## src/rtl/text_pkg.sv

```systemverilog
// rtl/text_pkg.sv - shared constants and helpers for the text tile renderer
//
// Attribute byte layout: [7] blink, [6:4] background, [3:0] foreground.
// clog2 is a constant function usable in parameter and port width expressions.
package text_pkg;

    localparam int ATTR_FG    = 0;
    localparam int ATTR_BG    = 4;
    localparam int ATTR_BLINK = 7;

    // The cursor occupies the bottom CUR_ROWS glyph rows of its cell.
    localparam int CUR_ROWS = 2;

    localparam logic [3:0] BORDER_COLOR = 4'd0;

    function automatic int clog2(input int value);
        int result;
        result = 0;
        while ((1 << result) < value) begin
            result = result + 1;
        end
        return result;
    endfunction

endpackage

```

## src/rtl/text_blink_timer.sv

```systemverilog
// rtl/text_blink_timer.sv - frame-counting blink phase generator
//
// Ports:
//   i_clk    pixel clock
//   i_rst_n  asynchronous active-low reset
//   i_frame  one-cycle pulse per frame
//   o_phase  blink phase, toggles every BLINK_FRAMES frames
module text_blink_timer
    import text_pkg::*;
#(
    parameter int BLINK_FRAMES = 16
) (
    input  logic i_clk,
    input  logic i_rst_n,
    input  logic i_frame,
    output logic o_phase
);

    localparam int CNT_W = (BLINK_FRAMES > 1) ? clog2(BLINK_FRAMES) : 1;

    logic [CNT_W-1:0] frame_cnt;

    always_ff @(posedge i_clk or negedge i_rst_n) begin
        if (!i_rst_n) begin
            frame_cnt <= '0;
            o_phase   <= 1'b0;
        end else if (i_frame) begin
            if (frame_cnt == CNT_W'(BLINK_FRAMES - 1)) begin
                frame_cnt <= '0;
                o_phase   <= ~o_phase;
            end else begin
                frame_cnt <= frame_cnt + 1'b1;
            end
        end
    end

endmodule

```

## src/rtl/text_tile_render.sv

```systemverilog
// rtl/text_tile_render.sv - text-mode tile renderer, pixel coordinates to palette index
//
// Three-stage pipeline between the VGA timing generator and the palette stage.
// Ports:
//   i_clk, i_rst_n             pixel clock, asynchronous active-low reset
//   i_x, i_y, i_de, i_hs, i_vs raster position and timing from the timing generator
//   i_frame                    one-cycle pulse per frame (drives blink)
//   o_tram_addr, i_tram_data   text RAM: {attr, chr} returned one cycle after address
//   o_font_addr, i_font_row    font ROM: {chr, glyph row}, row returned one cycle later
//   i_cur_en, i_cur_col/row    cursor enable and cell position
//   o_color, o_de, o_hs, o_vs  palette index and timing, all delayed by 3 cycles
module text_tile_render
    import text_pkg::*;
#(
    parameter int FONT_W       = 8,
    parameter int FONT_H       = 8,
    parameter int SCALE_LOG2   = 0,
    parameter int COLS         = 80,
    parameter int ROWS         = 30,
    parameter int X_W          = 10,
    parameter int Y_W          = 10,
    parameter int BLINK_FRAMES = 16
) (
    input  logic                            i_clk,
    input  logic                            i_rst_n,
    input  logic [X_W-1:0]                  i_x,
    input  logic [Y_W-1:0]                  i_y,
    input  logic                            i_de,
    input  logic                            i_hs,
    input  logic                            i_vs,
    input  logic                            i_frame,
    output logic [clog2(COLS*ROWS)-1:0]     o_tram_addr,
    input  logic [15:0]                     i_tram_data,
    output logic [8+clog2(FONT_H)-1:0]      o_font_addr,
    input  logic [FONT_W-1:0]               i_font_row,
    input  logic                            i_cur_en,
    input  logic [7:0]                      i_cur_col,
    input  logic [7:0]                      i_cur_row,
    output logic [3:0]                      o_color,
    output logic                            o_de,
    output logic                            o_hs,
    output logic                            o_vs
);

    localparam int FW_LOG2 = clog2(FONT_W);
    localparam int FH_LOG2 = clog2(FONT_H);
    localparam int TRAM_AW = clog2(COLS * ROWS);
    localparam int COL_W   = X_W - SCALE_LOG2 - FW_LOG2;
    localparam int ROW_W   = Y_W - SCALE_LOG2 - FH_LOG2;

    // Coordinate decode: dropping SCALE_LOG2 low bits replicates each glyph pixel.
    logic [COL_W-1:0]   col;
    logic [ROW_W-1:0]   row;
    logic [FW_LOG2-1:0] xo;
    logic [FH_LOG2-1:0] yo;
    logic               in_area;
    logic               cur_pos;

    assign col = COL_W'(i_x >> (SCALE_LOG2 + FW_LOG2));
    assign xo  = FW_LOG2'(i_x >> SCALE_LOG2);
    assign row = ROW_W'(i_y >> (SCALE_LOG2 + FH_LOG2));
    assign yo  = FH_LOG2'(i_y >> SCALE_LOG2);

    assign in_area = (int'(col) < COLS) && (int'(row) < ROWS);

    // Cursor position is resolved here so cursor changes line up with the pixel
    // sampled in the same cycle; the blink phase gate is applied in S2.
    assign cur_pos = i_cur_en
                  && (int'(col) == int'(i_cur_col))
                  && (int'(row) == int'(i_cur_row))
                  && (int'(yo) >= FONT_H - CUR_ROWS);

    logic phase;

    text_blink_timer #(
        .BLINK_FRAMES(BLINK_FRAMES)
    ) u_blink (
        .i_clk   (i_clk),
        .i_rst_n (i_rst_n),
        .i_frame (i_frame),
        .o_phase (phase)
    );

    // S0: text RAM address and carried flags
    logic               s0_de, s0_hs, s0_vs, s0_in_area, s0_cur;
    logic [FW_LOG2-1:0] s0_xo;
    logic [FH_LOG2-1:0] s0_yo;

    always_ff @(posedge i_clk or negedge i_rst_n) begin
        if (!i_rst_n) begin
            o_tram_addr <= '0;
            s0_de       <= 1'b0;
            s0_hs       <= 1'b0;
            s0_vs       <= 1'b0;
            s0_in_area  <= 1'b0;
            s0_cur      <= 1'b0;
            s0_xo       <= '0;
            s0_yo       <= '0;
        end else begin
            // Out-of-area cells still produce an address; the colour is forced later.
            o_tram_addr <= TRAM_AW'(int'(row) * COLS + int'(col));
            s0_de       <= i_de;
            s0_hs       <= i_hs;
            s0_vs       <= i_vs;
            s0_in_area  <= in_area;
            s0_cur      <= cur_pos;
            s0_xo       <= xo;
            s0_yo       <= yo;
        end
    end

    // S1: capture attribute, issue font ROM address
    logic               s1_de, s1_hs, s1_vs, s1_in_area, s1_cur;
    logic [FW_LOG2-1:0] s1_xo;
    logic [7:0]         s1_attr;

    always_ff @(posedge i_clk or negedge i_rst_n) begin
        if (!i_rst_n) begin
            o_font_addr <= '0;
            s1_attr     <= '0;
            s1_de       <= 1'b0;
            s1_hs       <= 1'b0;
            s1_vs       <= 1'b0;
            s1_in_area  <= 1'b0;
            s1_cur      <= 1'b0;
            s1_xo       <= '0;
        end else begin
            o_font_addr <= {i_tram_data[7:0], s0_yo};
            s1_attr     <= i_tram_data[15:8];
            s1_de       <= s0_de;
            s1_hs       <= s0_hs;
            s1_vs       <= s0_vs;
            s1_in_area  <= s0_in_area;
            s1_cur      <= s0_cur;
            s1_xo       <= s0_xo;
        end
    end

    // S2: pick the glyph bit (MSB is leftmost) and resolve the colour
    logic [FW_LOG2-1:0] pix_idx;
    logic               pix;
    logic               cur_hit;
    logic               on;
    logic [3:0]         color_next;

    assign pix_idx = FW_LOG2'(FONT_W - 1) - s1_xo;
    assign pix     = i_font_row[pix_idx];
    assign cur_hit = s1_cur && !phase;

    always_comb begin
        color_next = BORDER_COLOR;
        on         = pix ^ cur_hit;
        if (s1_attr[ATTR_BLINK] && phase) begin
            on = 1'b0;
        end
        if (s1_de && s1_in_area) begin
            color_next = on ? s1_attr[ATTR_FG +: 4] : {1'b0, s1_attr[ATTR_BG +: 3]};
        end
    end

    always_ff @(posedge i_clk or negedge i_rst_n) begin
        if (!i_rst_n) begin
            o_color <= '0;
            o_de    <= 1'b0;
            o_hs    <= 1'b0;
            o_vs    <= 1'b0;
        end else begin
            o_color <= color_next;
            o_de    <= s1_de;
            o_hs    <= s1_hs;
            o_vs    <= s1_vs;
        end
    end

endmodule

```

## config.mk

```make
export PLATFORM = sky130hd
export DESIGN_NAME = text_tile_render
export DESIGN_NICKNAME = d
export VERILOG_FILES = /design/src/rtl/text_pkg.sv /design/src/rtl/text_blink_timer.sv /design/src/rtl/text_tile_render.sv
export SDC_FILE = /design/constraint.sdc
export NUM_CORES = 1
export LEC_CHECK = 0
export ABC_AREA = 1
export BUFFER_PORTS_ARGS = -buffer_cell sky130_fd_sc_hd__buf_2
export CAP_MARGIN = 20
export CORE_MARGIN = 4
export CORE_UTILIZATION = 48
export DETAILED_ROUTE_END_ITERATION = 10
export PLACE_DENSITY = 0.88
export SYNTH_ARGS = -nofsm -noshare
export SYNTH_HDL_FRONTEND = slang
export SYNTH_SLANG_ARGS = --single-unit
```

## constraint.sdc

```tcl
create_clock -name i_clk -period 1.6 [get_ports i_clk]
set_clock_uncertainty 0.05 [all_clocks]
set_input_delay 0.08 -clock i_clk [delete_from_list [all_inputs] [get_ports i_clk]]
set_output_delay 0.08 -clock i_clk [all_outputs]
set_load 0.03 [all_outputs]
```

# Word level (Yosys, flattened, before mapping)
# Cells that the tools add are included.
# totals
regBits,62
in_bits,67
wordCells,50
# classes
addsub,3
multipliers,1
order_cmp,4
n_eq_ne,3
mux,6
n_bitwise,2
reduce_logical,9
# op_table
cell,count
8-bit equality test,2
12-bit by 7-bit adder with 12-bit output,1
4-bit two-way mux,3
7-bit by 3-bit multiplier with 8-bit output (second input constant),1
1-bit logical AND,7
7-bit by 5-bit < comparator with 1-bit output (second input constant),1
7-bit < comparator (second input constant),1
4-bit by 1-bit adder with 4-bit output (second input constant),1
4-bit equality test (second input constant),1
3-bit by 4-bit < comparator with 1-bit output (second input constant),1
1-bit binary-select mux with 3-bit select,1
3-bit >= comparator (second input constant),1
3-bit subtractor (first input constant),1
1-bit two-way mux,2
2-bit AND reduction,1
1-bit zero test,1
1-bit inverter,1
1-bit bitwise XOR,1

# Longest topological paths before layout
# logic_depth
depth_word,7
mapped_depth,9
ltp_nobuf,9

# Modules after synthesis
# Synthesis repeated with hierarchy kept, for this count alone.
# hier_totals
cells_unflattened,222
hier_area_um2,2528.7
# modules_own_cells
mod,instances,cells_each,area_each_um2,seq_area_each_um2
text_tile_render,1,193,2268.4,1426.4
text_blink_timer,1,29,260.2,125.1

# Worst setup path after synthesis
# No wires, ideal clock.
# synth_timing
path_type,input-to-reg
startpoint,input i_y[4]
endpoint,register o_tram_addr[11]
setup_ps,126
arrival_time_ps,1517
slack_ps,-92
cell_stages,7
path_cell_list,ha_1 -> ha_1 -> fa_1 -> nand2_1 -> nor3_2 -> nand2_1 -> xor2_1
# synth_via
elab_chain_len,2
# synth_rtl
item,line_no,source
"start, declared",text_tile_render.sv:27,"input logic [Y_W-1:0] i_y,"
7-bit by 3-bit multiplier with 8-bit output,text_tile_render.sv:101,o_tram_addr <= TRAM_AW'(int'(row) * COLS + int'(col));
12-bit by 7-bit adder with 12-bit output,text_tile_render.sv:101,
"end signal, assigned",text_tile_render.sv:101,
"end, declared",text_tile_render.sv:32,"output logic [clog2(COLS*ROWS)-1:0] o_tram_addr,"
# Every way passes these cells.
# A chain may end at the register's enable or synchronous reset.

# Worst setup path in the final report
# layout_timing
startpoint,input i_x[7]
endpoint,register o_tram_addr[10]
# layout_via
elab_chain_len,1
# layout_rtl
item,line_no,source
"start, declared",text_tile_render.sv:26,"input logic [X_W-1:0] i_x,"
12-bit by 7-bit adder with 12-bit output,text_tile_render.sv:101,
# Every way passes these cells.

==> results.py <==
metrics = {
    "setup_path": {
        "crit_fanout": 3,
        "r2r_cells": 8,
        "r2r_slack_ns": 0.29,
        "end_kind": "register",
        "cp_data_arrival_time_ns": 1.72,
        "worstPathRequired_ns": 1.80,
        "critPathKind": "primary input to register",
        "startpoint_type": "primary input",
    },
    "sta": {
        "final_hold_viol_count": 0,
        "tightest_slew_ns": 0.484,
        "slew_headroom": 0.677,
        "grt_setup_unrepaired": "no",
        "finalCritPeriodShare": 0.950,
        "final_max_slew_viol_count": 0,
        "fin_setup_tns_ns": 0,
        "fmax_mhz": 658,
        "setup_viol": 0,
        "fin_crit_ns": 1.52,
    },
    "synth": {
        "synth-edff-count": 0,
        "syn_area_um2": 2500,
        "ys_types": 28,
        "yosys_warnings": 0,
        "syn_avg_cell_area_um2": 11.5,
        "synthCells": 218,
        "yosys_register_bits": 62,
        "synth-async-reset-ratio": 1.00,
        "yosysSeqAreaShare": 0.619,
        "syn_nets": 300,
        "synth_ff_type": "dfrtp_1",
    },
    "clock_network": {
        "path_clk_slew_ns": 0.07,
        "cts_buffers": 9,
        "cts_root_buf": "clkbuf_8",
        "tritoncts": "built",
        "cts_sinks": 62,
        "clockBufferDepth": 2,
        "cts.htree.levels": 3,
        "postCtsSetupBuffers": 0,
        "worstSkewPairLatency_ns": 0.33,
    },
    "grt": {
        "gr-usage-met1": 0.186,
        "grt_max_degree": 42,
        "antenna_found_initial": 0,
        "grt.busiest_layer": "met2",
        "global_route.usage.met3": 0.0504,
        "met2_usage": 0.369,
        "grt_pass1_wl_mm": 9.13,
        "grt_overflow_total": 0,
        "grt_pass1_vias": 2191,
        "grt_use_total": 0.189,
    },
    "hold_path": {
        "hold_class": "primary input to register",
        "min_path_cells": 6,
    },
    "die": {
        "start_util": 0.494,
        "io_pins": 97,
        "dieArea_um2": 6440,
        "core_area_um2": 5070,
        "die_y_um": 80.2,
        "die_w_um": 80.2,
        "rows": 26,
    },
    "pwr": {
        "p_leak_nw": 1.97,
        "powerDensity_nw_per_um2": 1090,
        "peakVddDrop_mv": 0.560,
    },
    "run": {
        "cap_viol_max_count": 0,
    },
    "placement": {
        "dpl.hpwl_mm": 4.17,
        "routabilityCongestion": 0.789,
        "place_area_um2": 3210,
        "io_buffers": 96,
    },
    "routing": {
        "drtAntennaViolNets": 0,
        "viasPerCell": 4.57,
        "vias": 2039,
        "first_pass_iters": 4,
        "wirelength_mm": 5.61,
        "drt-initial-drc-count": 70,
        "routedWlPerCell_um": 12.6,
        "remaining_drc_errors": 0,
    },
    "layout": {
        "layout_commonest_cell": "buf_2",
        "most-common-layout-cells": "buf_2 (96), dfrtp_1 (62), nand2_1 (34)",
        "diodes": 0,
        "area_growth_pct": 49.6,
        "layout-drive-gt1-share": 0.372,
        "stdcell_area_um2": 3750,
        "fin_nets": 453,
        "fin_util": 0.738,
    },
    "outcome": {
        "status": "finished, final reports clean",
    },
}
==> worst max-delay path, cell delays in order <==
cell and delay [ns]:
dlygate4sd3_1 0.54, buf_2 0.14, ha_1 0.23, fa_2 0.36
nand2_1 0.08, a21oi_2 0.07, nand3_1 0.10, xnor2_1 0.12
==> metal layers <==
| metal | up-vias | part of all wire |
|---|---|---|
| met5 | - | 0 |
| met4 | 0 | 0.022 |
| met3 | 11 | 0.054 |
| met2 | 72 | 0.59 |
| met1 | 950 | 0.34 |
| li1 | 1006 | - |
==> path summary, 6_finish.rpt <==
| path | start | endpoint |
|---|---|---|
| max in group asynchronous | i_rst_n | o_color[3] |
| hold / removal | i_cur_col[7] | s0_cur |
| hold reg to reg | s0_de | s1_de |
| setup reg to reg | s1_xo[0] | o_color[0] |
| setup / recovery | i_x[7] | o_tram_addr[10] |
| min in group asynchronous | i_rst_n | s1_hs |
==> registers in the layout (all words and copies together) (netlist names), 3 cells and up <==
name and count:
o_color 4, u_blink.frame_cnt 4, s1_xo 3, s1_attr 8
o_tram_addr 12, s0_xo 3, s0_yo 3, o_font_addr 11
==> repair_timing <==
action	CTS	global route
hold buffers	33	0
hold endpoints to repair	53	0
endpoints found under the setup margin	0	2
gates resized for setup	0	2
==> metrics by stage <==
stage / total power, W / hold WS [ns] / setup slack [ns] / instances
floorplan: 0.00236 / -0.266 / -0.0661 / 218
global placement: 0.00267 / 0.00944 / -0.158 / 397
detailed placement: 0.00271 / 0.0220 / -0.230 / 397
CTS: 0.00412 / 0.0160 / 0.0131 / 446
global route: 0.00432 / 0.0323 / 0.0313 / 446
finish: 0.00407 / 0.0380 / 0.0794 / 446
==> where the power goes <==
group | leakage (nW) | switching, W | internal [W]
Combinational | 1.12 | 0.000508 | 0.000395
Clock | 0.106 | 0.000535 | 0.000796
Sequential | 0.741 | 0.0000972 | 0.00174
==> cell type report <==
class / instances / area (um2)
clock inverter: 4 / 45.0
tap: 70 / 87.6
timing repair buffer: 142 / 921
sequential: 62 / 1550
multi-input combinational: 122 / 860
fill: 364 / 1330
inverter: 34 / 128
clock buffer: 12 / 155
==> synthesized netlist by cell type (2+ instances only) <==
library cell  number  area share
nand4_1            2      0.0050
o21ai_0            5       0.010
nand3_2            4       0.016
nor4_1             2      0.0050
nand3_1           13       0.026
xnor2_1            6       0.021
o22ai_1            3      0.0075
a21oi_1            7       0.014
nor2_1             8       0.012
ha_1              13       0.065
nor3_1             2      0.0040
nand2_1           34       0.051
inv_1             33       0.049
a22o_1             2      0.0070
xor2_1             9       0.031
dfrtp_1           62        0.62
fa_1               2       0.016
==> cells by family (layout without fill, tap and decap cells) <==
logic type	Yosys count	after routing	synth area share
buf+inv	34	192	0.0509
flops	62	62	0.619
xor+xnor	15	15	0.0524
fa+ha+maj	15	15	0.0809
simple gates	70	70	0.141
compound gates	22	22	0.0549
Note: power is estimated with default switching activity, not from simulation.
